--- config.mk ---
export PLATFORM = sky130hd
export DESIGN_NAME = mux
export DESIGN_NICKNAME = d
export VERILOG_FILES = /design/src/rtl/mux.sv
export SDC_FILE = /design/constraint.sdc
export NUM_CORES = 1
export LEC_CHECK = 0
export CAP_MARGIN = 10
export CORE_ASPECT_RATIO = 1.4
export CORE_UTILIZATION = 29
export CTS_BUF_LIST = sky130_fd_sc_hd__clkbuf_4 sky130_fd_sc_hd__clkbuf_8 sky130_fd_sc_hd__clkbuf_16
export CTS_CLUSTER_DIAMETER = 50
export DETAILED_ROUTE_END_ITERATION = 10
export GPL_TIMING_DRIVEN = 0
export PLACE_DENSITY = 0.85
export SLEW_MARGIN = 10
export SYNTH_ARGS = -nofsm -noshare
export SYNTH_HDL_FRONTEND = slang
export SYNTH_SLANG_ARGS = --single-unit
--- constraint.sdc ---
create_clock -name i_clk -period 1.4 [get_ports i_clk]
set_clock_uncertainty 0.1 [all_clocks]
set_input_delay 0.28 -clock i_clk [delete_from_list [all_inputs] [get_ports i_clk]]
set_output_delay 0.28 -clock i_clk [all_outputs]
set_load 0.005 [all_outputs]
--- src/rtl/mux.sv ---
// Registered N-to-1 multiplexer; out-of-range selects load zero.
// Define MUX_SEL_ERR_EN to add the registered o_sel_err flag.
module mux #(
  parameter int NUM_INPUTS = 6,
  parameter int DATA_WIDTH = 8,
  localparam int SEL_W =
    (NUM_INPUTS > 1) ? $clog2(NUM_INPUTS) : 1
) (
  input  logic                             i_clk,
  input  logic                             i_rst,
  input  logic [NUM_INPUTS*DATA_WIDTH-1:0] i_data_bus,
  input  logic [SEL_W-1:0]                 i_select,
`ifdef MUX_SEL_ERR_EN
  output logic                             o_sel_err,
`endif
  output logic [DATA_WIDTH-1:0]            o_output
);

  logic [DATA_WIDTH-1:0] sel_data;
  logic                  in_range;

  // Extra bit so NUM_INPUTS = 2**SEL_W still fits the compare.
  assign in_range =
    ({1'b0, i_select} < (SEL_W+1)'(NUM_INPUTS));

  always_comb begin
    sel_data = '0;
    for (int k = 0; k < NUM_INPUTS; k++) begin
      if (i_select == SEL_W'(k))
        sel_data = i_data_bus[k*DATA_WIDTH +: DATA_WIDTH];
    end
  end

  always_ff @(posedge i_clk) begin
    if (i_rst)
      o_output <= '0;
    else
      o_output <= sel_data;
  end

`ifdef MUX_SEL_ERR_EN
  always_ff @(posedge i_clk) begin
    if (i_rst)
      o_sel_err <= 1'b0;
    else
      o_sel_err <= ~in_range;
  end
`endif

endmodule

* Word level (Yosys, flattened, before mapping)
Index checks and enable logic that the tools add are counted.
** Word-level totals
- Flip-flop bits (word level) :: 8
- Latch bits :: 0
- RAM bits :: 0
- Memory bits (read-only) :: 0
- Input bits :: 53
- Output and inout bits :: 8
- Memories kept :: 0
** Operators by class
- Add/sub/neg operators :: 0
- Multiply operators :: 0
- Div/mod/pow operators :: 0
- $lt $le $gt $ge :: 0
- Equality and inequality tests :: 5
- Shift operators :: 0
- Mux-type cells :: 6
- Bitwise logic cells :: 0
- Reductions and logical operators :: 1
** Operators with widths (number)
- $mux 8 :: 6
- $eq 3x2->1 const B :: 2
- $eq 3x3->1 const B :: 2
- $eq 3x1->1 const B :: 1
- $logic_not 3->1 :: 1

* Depth between registers and ports, before layout
Gate-level depths: netlist of run 1.
- Depth after elaboration :: 7
- Gate-level depth with buffers :: 5
- Gate-level depth less buffers :: 3

* Worst setup path before layout of run 1
Ideal clock, no wire load.
- Path type :: input-to-reg
- Start :: input i_select[0]
- End :: register o_output[1]
- Setup time :: 0.079 ns
- Arrival :: 1.102 ns
- Required time :: 1.221 ns
- Setup slack :: 0.118 ns
- Stages on the path :: 5
- Buffers on the path :: 2
- Cell sequence :: buf_6 buf_8 nor3b_1 a211o_1 a211oi_2
** On the way
- Word-level cells in the longest chain between the ends :: 7
** Ends and longest elaborated chain
- start: declaration :: RTL line 12 : input logic [SEL_W-1:0] i_select,
- $logic_not 3->1 :: RTL line 29 : if (i_select == SEL_W'(k))
- $mux 8 (5 in series) :: RTL line 29
- $mux 8 * :: RTL line 29
- end signal: assignment :: RTL line 38 : o_output <= sel_data;
- end: declaration :: RTL line 16 : output logic [DATA_WIDTH-1:0] o_output
Mark *: on every way between the ends. The rest lies on a longest branch, timed or not.
A chain may end at the register's enable or synchronous reset.

* Worst setup path in the final report of run 1
- Start :: input i_data_bus[33]
- End :: register o_output[1]
** On the way
- Word-level cells in the longest chain between the ends :: 2
** Ends and longest elaborated chain
- start: declaration :: RTL line 11 : input logic [NUM_INPUTS*DATA_WIDTH-1:0] i_data_bus,
- $mux 8 (2 in series) :: RTL line 29
Every way passes these cells.

==> results of run 1 <==
cells by family after synthesis:
family                 count (synthesis)  synth area share
AOI/OAI and AO/OA                     21             0.228
buffers and inverters                  6            0.0746
DFF                                    8             0.258
muxes                                 18             0.313
and+or+nand+nor                       16             0.127
cell usage after synthesis, drive strengths merged:
master and count:
and3 2, o21ai 7, nand3b 1, a211oi 6
inv 1, a22oi 5, dfxtp 8, nor2b 1
buf 5, nand2 3, mux2i 7, a21oi 2
a211o 1, mux2 11, nor2 7, nor3b 1
and2b 1
final cells by class:
type                            count  share of cell area
Timing Repair Buffer               57               0.452
Buffer                              5              0.0344
Clock buffer                        3              0.0182
Sequential cell                     8               0.130
Multi-Input combinational cell     55               0.341
Inverter                            1             0.00304
Tap cell                           21              0.0213
routing by layer:
| metal | global-route usage | vias to the layer above | part of all wire |
|---|---|---|---|
| li1 | - | 379 | - |
| met1 | 0.153 | 341 | 0.30 |
| met2 | 0.384 | 45 | 0.59 |
| met3 | 0.0435 | 0 | 0.11 |
| met4 | 0.0138 | 0 | 0 |
| met5 | 0 | - | 0 |
power groups by stage:
stage | Clock (mW) | Combinational, mW | Sequential, mW
2_1_floorplan | 0 | 0.105 | 0.257
3_3_place_gp | 0 | 0.292 | 0.253
3_5_place_dp | 0 | 0.298 | 0.255
4_1_cts | 0.178 | 0.289 | 0.249
5_1_grt | 0.190 | 0.311 | 0.250
6_report | 0.176 | 0.285 | 0.249
how the worst max path moves through the flow:
| stage | start | end | cells past startpoint |
|---|---|---|---|
| final | i_data_bus[33] | o_output[1] | 4 |
| after global placement | i_select[1] | o_output[6] | 4 |
| after floorplan | i_select[0] | o_output[1] | 5 |
| after global routing | i_select[1] | o_output[3] | 4 |
| after CTS | i_select[1] | o_output[6] | 4 |
| after detailed placement | i_select[1] | o_output[5] | 4 |
metrics by stage:
| step | utilization | setup slack (ns) | TNS, ns |
|---|---|---|---|
| final | 0.619 | 0.128 | 0 |
| after global routing | 0.619 | 0.0424 | 0 |
| after CTS | 0.619 | 0.127 | 0 |
| after detailed placement | 0.610 | -0.538 | -3.54 |
| after global placement | 0.610 | -0.500 | -3.31 |
| after floorplan | - | 0.118 | 0 |
worst min-delay path, cell delays in order:
cell     delay, ns
buf_4         0.15
o21ai_0       0.06
and3_1        0.14
what timing repair did:
item / in CTS / in global routing
hold buffers: 0 / 0
gates resized for setup: 11 / 0
endpoints found under the setup margin: 15 / 0
==> results.toml, run 1 <==
[layout]
reg.largest.list = "o_output (8)"
multi_input_area_um2 = 422
drive_gt1_frac = 0.155
fin_area_um2 = 1240
seq_area_um2 = 160
top_register = "o_output"
final_cell_mix = "clkdlybuf4s50_1, mux2_2, dlygate4sd2_1"
fillers = 198
areaGrowthSynthToFinish_pct = 99.2
largest_register_ff_count = 8
final_nets = 184
fin_cells = 150
final_common_cell = "clkdlybuf4s50_1"
diodes = 0

[clocking]
cts_max_level = 1
numClockSinks = 8
root_buffer = "clkbuf_4"
cts_buffers = 3
cts_tree = "built"
clk_path_buf_depth = 2
clkTransAtPathRegs_ns = 0.05
post_cts_buffers = 0

[routing]
wl_um = 2000
wl_per_cell_um = 13.3
drt_drc_violations_left = 0
ant_nets = 0
drt-initial-drc-count = 9
drtPass1Iterations = 4
dr_total_vias = 765
vias_per_cell = 5.10

[die]
io_pins = 61
dieArea_um2 = 2330
initial_utilization = 0.311
num_rows = 19
die_w_um = 41.1
die_h_um = 56.7
coreArea_um2 = 2000

[timing]
maxSlewViolCount = 0
min_period_ns = 1.27
fmax_mhz = 786
worst_slew_pin_slew_ns = 0.389
fin_crit_sh = 0.908
setup_violations = 0
finalHoldViolations = 0
relSlewSlack = 0.741
hold_slack_ns = 0.306
rsz0062_at_grt = "false"

[global_routing]
grt_max_degree = 11
grt_pass1_vias = 798
grt_pass1_wl_um = 3000
grt_use_total = 0.183
overflow = 0
grt_antenna_before_repair = 0

[hold_path]
worstHoldEndpoint = "o_output[0]"
hold_class = "in -> reg"
min_from = "i_select[2]"
holdPathStages = 3

[power_and_ir_drop]
powerDensity_nw_per_um2 = 574
power_frac_comb = 0.402
switching_share = 0.237
total_power_mw = 0.710
p_leak_nw = 0.514
intPower_mw = 0.542
ir_drop_uv = 673
p_switching_mw = 0.168
power.clock.fraction = 0.248
power_frac_seq = 0.350

[yosys]
netlist_area_um2 = 621
ys.warnings.count = 0
ys_ff_latch = 8
synthTopCellsByArea = "dfxtp_1, mux2_2, mux2i_1, a211oi_1, a22oi_1"
netlist.area_leader.share = 0.258
syn_inst = 69
synth_area_per_cell_um2 = 8.99
ys_seq_area_frac = 0.258
synth_nets = 122
synth_top_cell_by_area = "dfxtp_1"
ys_types = 22

[setup_path]
critical_path_arrival_ns = 1.34
slowest_delay_ns = 0.45
path_buf_inv = 1
path_max_fanout = 1
worstPathCellList = "clkdlybuf4s50_1 > mux2i_1 > a211o_1 > a211oi_2"
critical-path-slowest-cell = "clkdlybuf4s50_1"
crit_path_end_kind = "flip-flop"
critPathKind = "in -> reg"
required_ns = 1.47
crit_family = "compound AO/OA/AOI/OAI gates"
worst_setup_path_start_kind = "primary input"

[outcome]
status = "finished, final reports clean"

[place]
placed_area_um2 = 1220
dp_hpwl_um = 1650
io_buffers = 57
routabilityCongestion = 0.631
place_inst = 147

[run]
maxCapViolations = 0
No activity file was read; power rests on OpenSTA's default activity.
==> run 2: changes to the inputs <==
--- a/config.mk
+++ b/config.mk
@@ -7,12 +7,12 @@
 export LEC_CHECK = 0
 export CAP_MARGIN = 10
 export CORE_ASPECT_RATIO = 1.4
-export CORE_UTILIZATION = 29
+export CORE_UTILIZATION = 31
 export CTS_BUF_LIST = sky130_fd_sc_hd__clkbuf_4 sky130_fd_sc_hd__clkbuf_8 sky130_fd_sc_hd__clkbuf_16
 export CTS_CLUSTER_DIAMETER = 50
 export DETAILED_ROUTE_END_ITERATION = 10
-export GPL_TIMING_DRIVEN = 0
-export PLACE_DENSITY = 0.85
+export GPL_TIMING_DRIVEN = 1
+export PLACE_DENSITY = 0.9
 export SLEW_MARGIN = 10
 export SYNTH_ARGS = -nofsm -noshare
 export SYNTH_HDL_FRONTEND = slang
==> constraint.sdc (replaced) <==
create_clock -name i_clk -period 1.55 [get_ports i_clk]
set_clock_uncertainty 0.1 [all_clocks]
set_input_delay 0.31 -clock i_clk [delete_from_list [all_inputs] [get_ports i_clk]]
set_output_delay 0.31 -clock i_clk [all_outputs]
set_load 0.005 [all_outputs]
==> results.toml, run 2 (synthesis results as in run 1) <==
[place]
dp_hpwl_um = 1800
placed_area_um2 = 1270
io_buffers = 60
routabilityCongestion = 0.724

[layout]
top_register = "o_output"
drive_gt1_frac = 0.203
diodes = 0
reg.largest.list = "o_output (8)"
final_cell_mix = "clkdlybuf4s50_1, mux2_2, dfxtp_1, buf_4"
largest_register_ff_count = 8
multi_input_area_um2 = 423
seq_area_um2 = 160
fin_area_um2 = 1330
fillers = 139
areaGrowthSynthToFinish_pct = 115
final_common_cell = "clkdlybuf4s50_1"
final_nets = 193

[global_routing]
grt_use_total = 0.223
grt_pass1_wl_um = 3330
grt_antenna_before_repair = 0
overflow = 0
grt_max_degree = 8
grt_pass1_vias = 841

[setup_path]
path_buf_inv = 1
critical_path_arrival_ns = 1.07
path_max_fanout = 1
slowest_delay_ns = 0.50
required_ns = 1.14
critPathKind = "reg -> out"
worst_setup_path_start_kind = "flip-flop"
crit_family = "buffers and inverters"
crit_path_end_kind = "output pin"
worstPathCellList = "clkdlybuf4s50_1"
critical-path-slowest-cell = "clkdlybuf4s50_1"

[die]
dieArea_um2 = 2190
die_h_um = 54.9
io_pins = 61
coreArea_um2 = 1820
initial_utilization = 0.340
die_w_um = 39.8
num_rows = 18

[power_and_ir_drop]
p_leak_nw = 0.553
total_power_mw = 0.667
powerDensity_nw_per_um2 = 500
ir_drop_uv = 485

[timing]
min_period_ns = 1.48
setup_violations = 0
hold_slack_ns = 0.461
finalHoldViolations = 0
maxSlewViolCount = 0
fmax_mhz = 674
fin_crit_sh = 0.957
rsz0062_at_grt = "false"
relSlewSlack = 0.822
worst_slew_pin_slew_ns = 0.267

[clocking]
clk_path_buf_depth = 2
numClockSinks = 8
cts_tree = "built"
postCtsHoldBufs = 0
cts_max_level = 1
cts_buffers = 3
root_buffer = "clkbuf_4"
clkTransAtPathRegs_ns = 0.05

[outcome]
status = "finished, final reports clean"

[routing]
ant_nets = 0
drtPass1Iterations = 4
met1_length_um = 699
drt_drc_violations_left = 0
wl_per_cell_um = 14.0
vias_per_cell = 5.16
drt-initial-drc-count = 7
wl_met2_um = 1270
wl_um = 2210
dr_total_vias = 815
dr_wl_met3_um = 222
top_layer = "met4"

[hold_path]
holdPathStages = 4
hold_class = "in -> reg"
worstHoldEndpoint = "o_output[7]"
min_from = "i_select[1]"

[run]
maxCapViolations = 0
## run 2: cell count changes in the layout (fill, tap and decap cells not counted), sizes merged
cell           delta
buf               +6
clkdlybuf4s50     +9
dlygate4sd2       -8
dlymetal6s2s      +2
## run 2: timing repair
item	4_1_cts	5_1_grt
pin swaps	1	0
gates resized for setup	6	5
setup endpoints to repair	8	6
buffers inserted	2	0
gates cloned	0	0
## run 2: worst max-delay path by stage
stage	start	endpoint	slack [ns]	cells after the start
floorplan	i_select[0]	o_output[1]	0.24	5
global placement	i_select[0]	o_output[6]	-0.30	5
detailed placement	i_select[0]	o_output[4]	-0.30	6
CTS	i_select[2]	o_output[3]	0.03	4
global route	o_output[3]	o_output[3]	0.03	1
finish	o_output[4]	o_output[4]	0.07	1
## run 2: power breakdown
part | switching (mW) | leakage, nW | internal (mW) | total, mW
sequential | 0.00441 | 0.0662 | 0.222 | 0.226
clock | 0.0604 | 0.0138 | 0.0879 | 0.148
combinational | 0.0842 | 0.473 | 0.208 | 0.292
total | 0.149 | 0.553 | 0.518 | 0.667
## run 2: layout make-up
cell class / count / area share
clock buffers: 3 / 0.0169
inverters: 1 / 0.00282
multi-input cells: 55 / 0.317
flip-flops and latches: 8 / 0.120
well taps: 20 / 0.0188
repair buffers: 71 / 0.524
## run 2: stage by stage
stage	setup TNS (ns)	utilization	std cells	worst slack (ns)
finish	0	0.730	158	0.0668
global route	0	0.730	158	0.0278
CTS	0	0.723	158	0.0325
detailed placement	-2.32	0.697	153	-0.302
global placement	-2.07	0.697	153	-0.303
floorplan	0	-	69	0.238
## run 2: routing by layer
metal,global-route usage,up-vias
met1,0.210,371
li1,-,397
met5,0,-
met3,0.0440,2
met4,0.0690,0
met2,0.454,45
==> run 3: changes to the inputs <==
--- a/config.mk
+++ b/config.mk
@@ -5,14 +5,15 @@
 export SDC_FILE = /design/constraint.sdc
 export NUM_CORES = 1
 export LEC_CHECK = 0
+export ABC_CLOCK_PERIOD_IN_PS = 1280
 export CAP_MARGIN = 10
 export CORE_ASPECT_RATIO = 1.4
-export CORE_UTILIZATION = 31
+export CORE_UTILIZATION = 26
 export CTS_BUF_LIST = sky130_fd_sc_hd__clkbuf_4 sky130_fd_sc_hd__clkbuf_8 sky130_fd_sc_hd__clkbuf_16
 export CTS_CLUSTER_DIAMETER = 50
 export DETAILED_ROUTE_END_ITERATION = 10
 export GPL_TIMING_DRIVEN = 1
-export PLACE_DENSITY = 0.9
+export PLACE_DENSITY = 0.81
 export SLEW_MARGIN = 10
 export SYNTH_ARGS = -nofsm -noshare
 export SYNTH_HDL_FRONTEND = slang
==> constraint.sdc (replaced) <==
create_clock -name i_clk -period 1.28 [get_ports i_clk]
set_clock_uncertainty 0.1 [all_clocks]
set_input_delay 0.256 -clock i_clk [delete_from_list [all_inputs] [get_ports i_clk]]
set_output_delay 0.256 -clock i_clk [all_outputs]
set_load 0.005 [all_outputs]
==> results.toml, run 3 (synthesis results as in run 1) <==
[timing]
maxSlewViolCount = 0
setup_violations = 0
rsz0062_at_grt = "false"
hold_slack_ns = 0.464
finalHoldViolations = 0
fin_crit_sh = 0.963
worst_slew_pin_slew_ns = 0.272
relSlewSlack = 0.819
min_period_ns = 1.23
setup_tns_ns = 0
fmax_mhz = 811
layout_setup_ws_ns = 0.0474

[clocking]
clkTransAtPathRegs_ns = 0.06
cts_max_level = 1
cts_buffers = 3
post_cts_buffers = 0
root_buffer = "clkbuf_4"
clk_path_buf_depth = 2
cts_tree = "built"
numClockSinks = 8

[layout]
final_nets = 190
final_cell_mix = "clkdlybuf4s50_1, mux2_2, dlygate4sd2_1"
multi_input_area_um2 = 435
fillers = 207
seq_area_um2 = 160
largest_register_ff_count = 8
reg.largest.list = "o_output (8)"
top_register = "o_output"
drive_gt1_frac = 0.215
diodes = 0
final_common_cell = "clkdlybuf4s50_1"
areaGrowthSynthToFinish_pct = 114

[hold_path]
min_from = "i_select[1]"
hold_class = "in -> reg"
worstHoldEndpoint = "o_output[1]"
holdPathStages = 3

[die]
die_w_um = 43.3
dieArea_um2 = 2590
coreArea_um2 = 2200
die_h_um = 59.8
initial_utilization = 0.282
num_rows = 20
io_pins = 61

[routing]
vias_per_cell = 5.06
drt-initial-drc-count = 6
dr_total_vias = 794
ant_nets = 0
wl_per_cell_um = 13.8
drtPass1Iterations = 2
wl_um = 2160
drt_drc_violations_left = 0

[setup_path]
crit_path_end_kind = "flip-flop"
path_max_fanout = 8
required_ns = 1.33
critPathKind = "in -> reg"
startpoint = "i_select[0]"
worst_setup_path_start_kind = "primary input"
critical_path_arrival_ns = 1.28

[global_routing]
grt_antenna_before_repair = 0
grt_pass1_wl_um = 3230
grt_use_total = 0.168
overflow = 0
grt_pass1_vias = 838
grt_max_degree = 12

[run]
maxCapViolations = 0

[power_and_ir_drop]
ir_drop_uv = 346
powerDensity_nw_per_um2 = 619
total_power_mw = 0.821
p_leak_nw = 0.555

[place]
routabilityCongestion = 0.726
dp_hpwl_um = 1780
io_buffers = 60
place_ws_ns = -0.567

[outcome]
status = "finished, final reports clean"
-- run 3: cell type report --
cell class / instances / area share
Tap cell: 22 / 0.0208
Clock buffer: 3 / 0.0170
Multi-Input combinational cell: 55 / 0.328
Timing Repair Buffer: 68 / 0.510
Inverter: 1 / 0.00283
Sequential cell: 8 / 0.121
-- run 3: repair_timing --
item | 4_1_cts | 5_1_grt
hold buffers | 0 | 0
endpoints found under the setup margin | 16 | 1
resized for setup | 18 | 1
-- run 3: power by group --
| group | switching [mW] | total (mW) | internal (mW) |
|---|---|---|---|
| registers | 0.00394 | 0.272 | 0.268 |
| clock network | 0.0966 | 0.205 | 0.108 |
| logic | 0.104 | 0.344 | 0.240 |
-- run 3: stage by stage --
stage / cell area, µm² / cells / util
after floorplan: 621 / 69 / -
after global placement: 1290 / 154 / 0.586
after detailed placement: 1290 / 154 / 0.586
after CTS: 1320 / 157 / 0.600
after global routing: 1330 / 157 / 0.602
final: 1330 / 157 / 0.602
-- run 3: how the worst max path moves through the flow --
stage,slack [ns],to,cells after the start
5_1_grt,0.003,o_output[4],5
2_1_floorplan,0.02,o_output[1],5
3_5_place_dp,-0.57,o_output[3],5
3_3_place_gp,-0.55,o_output[3],5
6_report,0.05,o_output[3],5
4_1_cts,0.03,o_output[6],5
-- run 3: metal layers --
layer	global-route usage	wire [µm]
met1	0.150	725
met2	0.345	1250
met3	0.0272	153
met4	0.0866	34
met5	0	0
-- run 3: worst max-delay path, cell delays in order --
cell and delay [ns]:
clkdlybuf4s15_1 0.25, buf_12 0.14, mux2_2 0.33, a22oi_2 0.21
a211oi_1 0.09
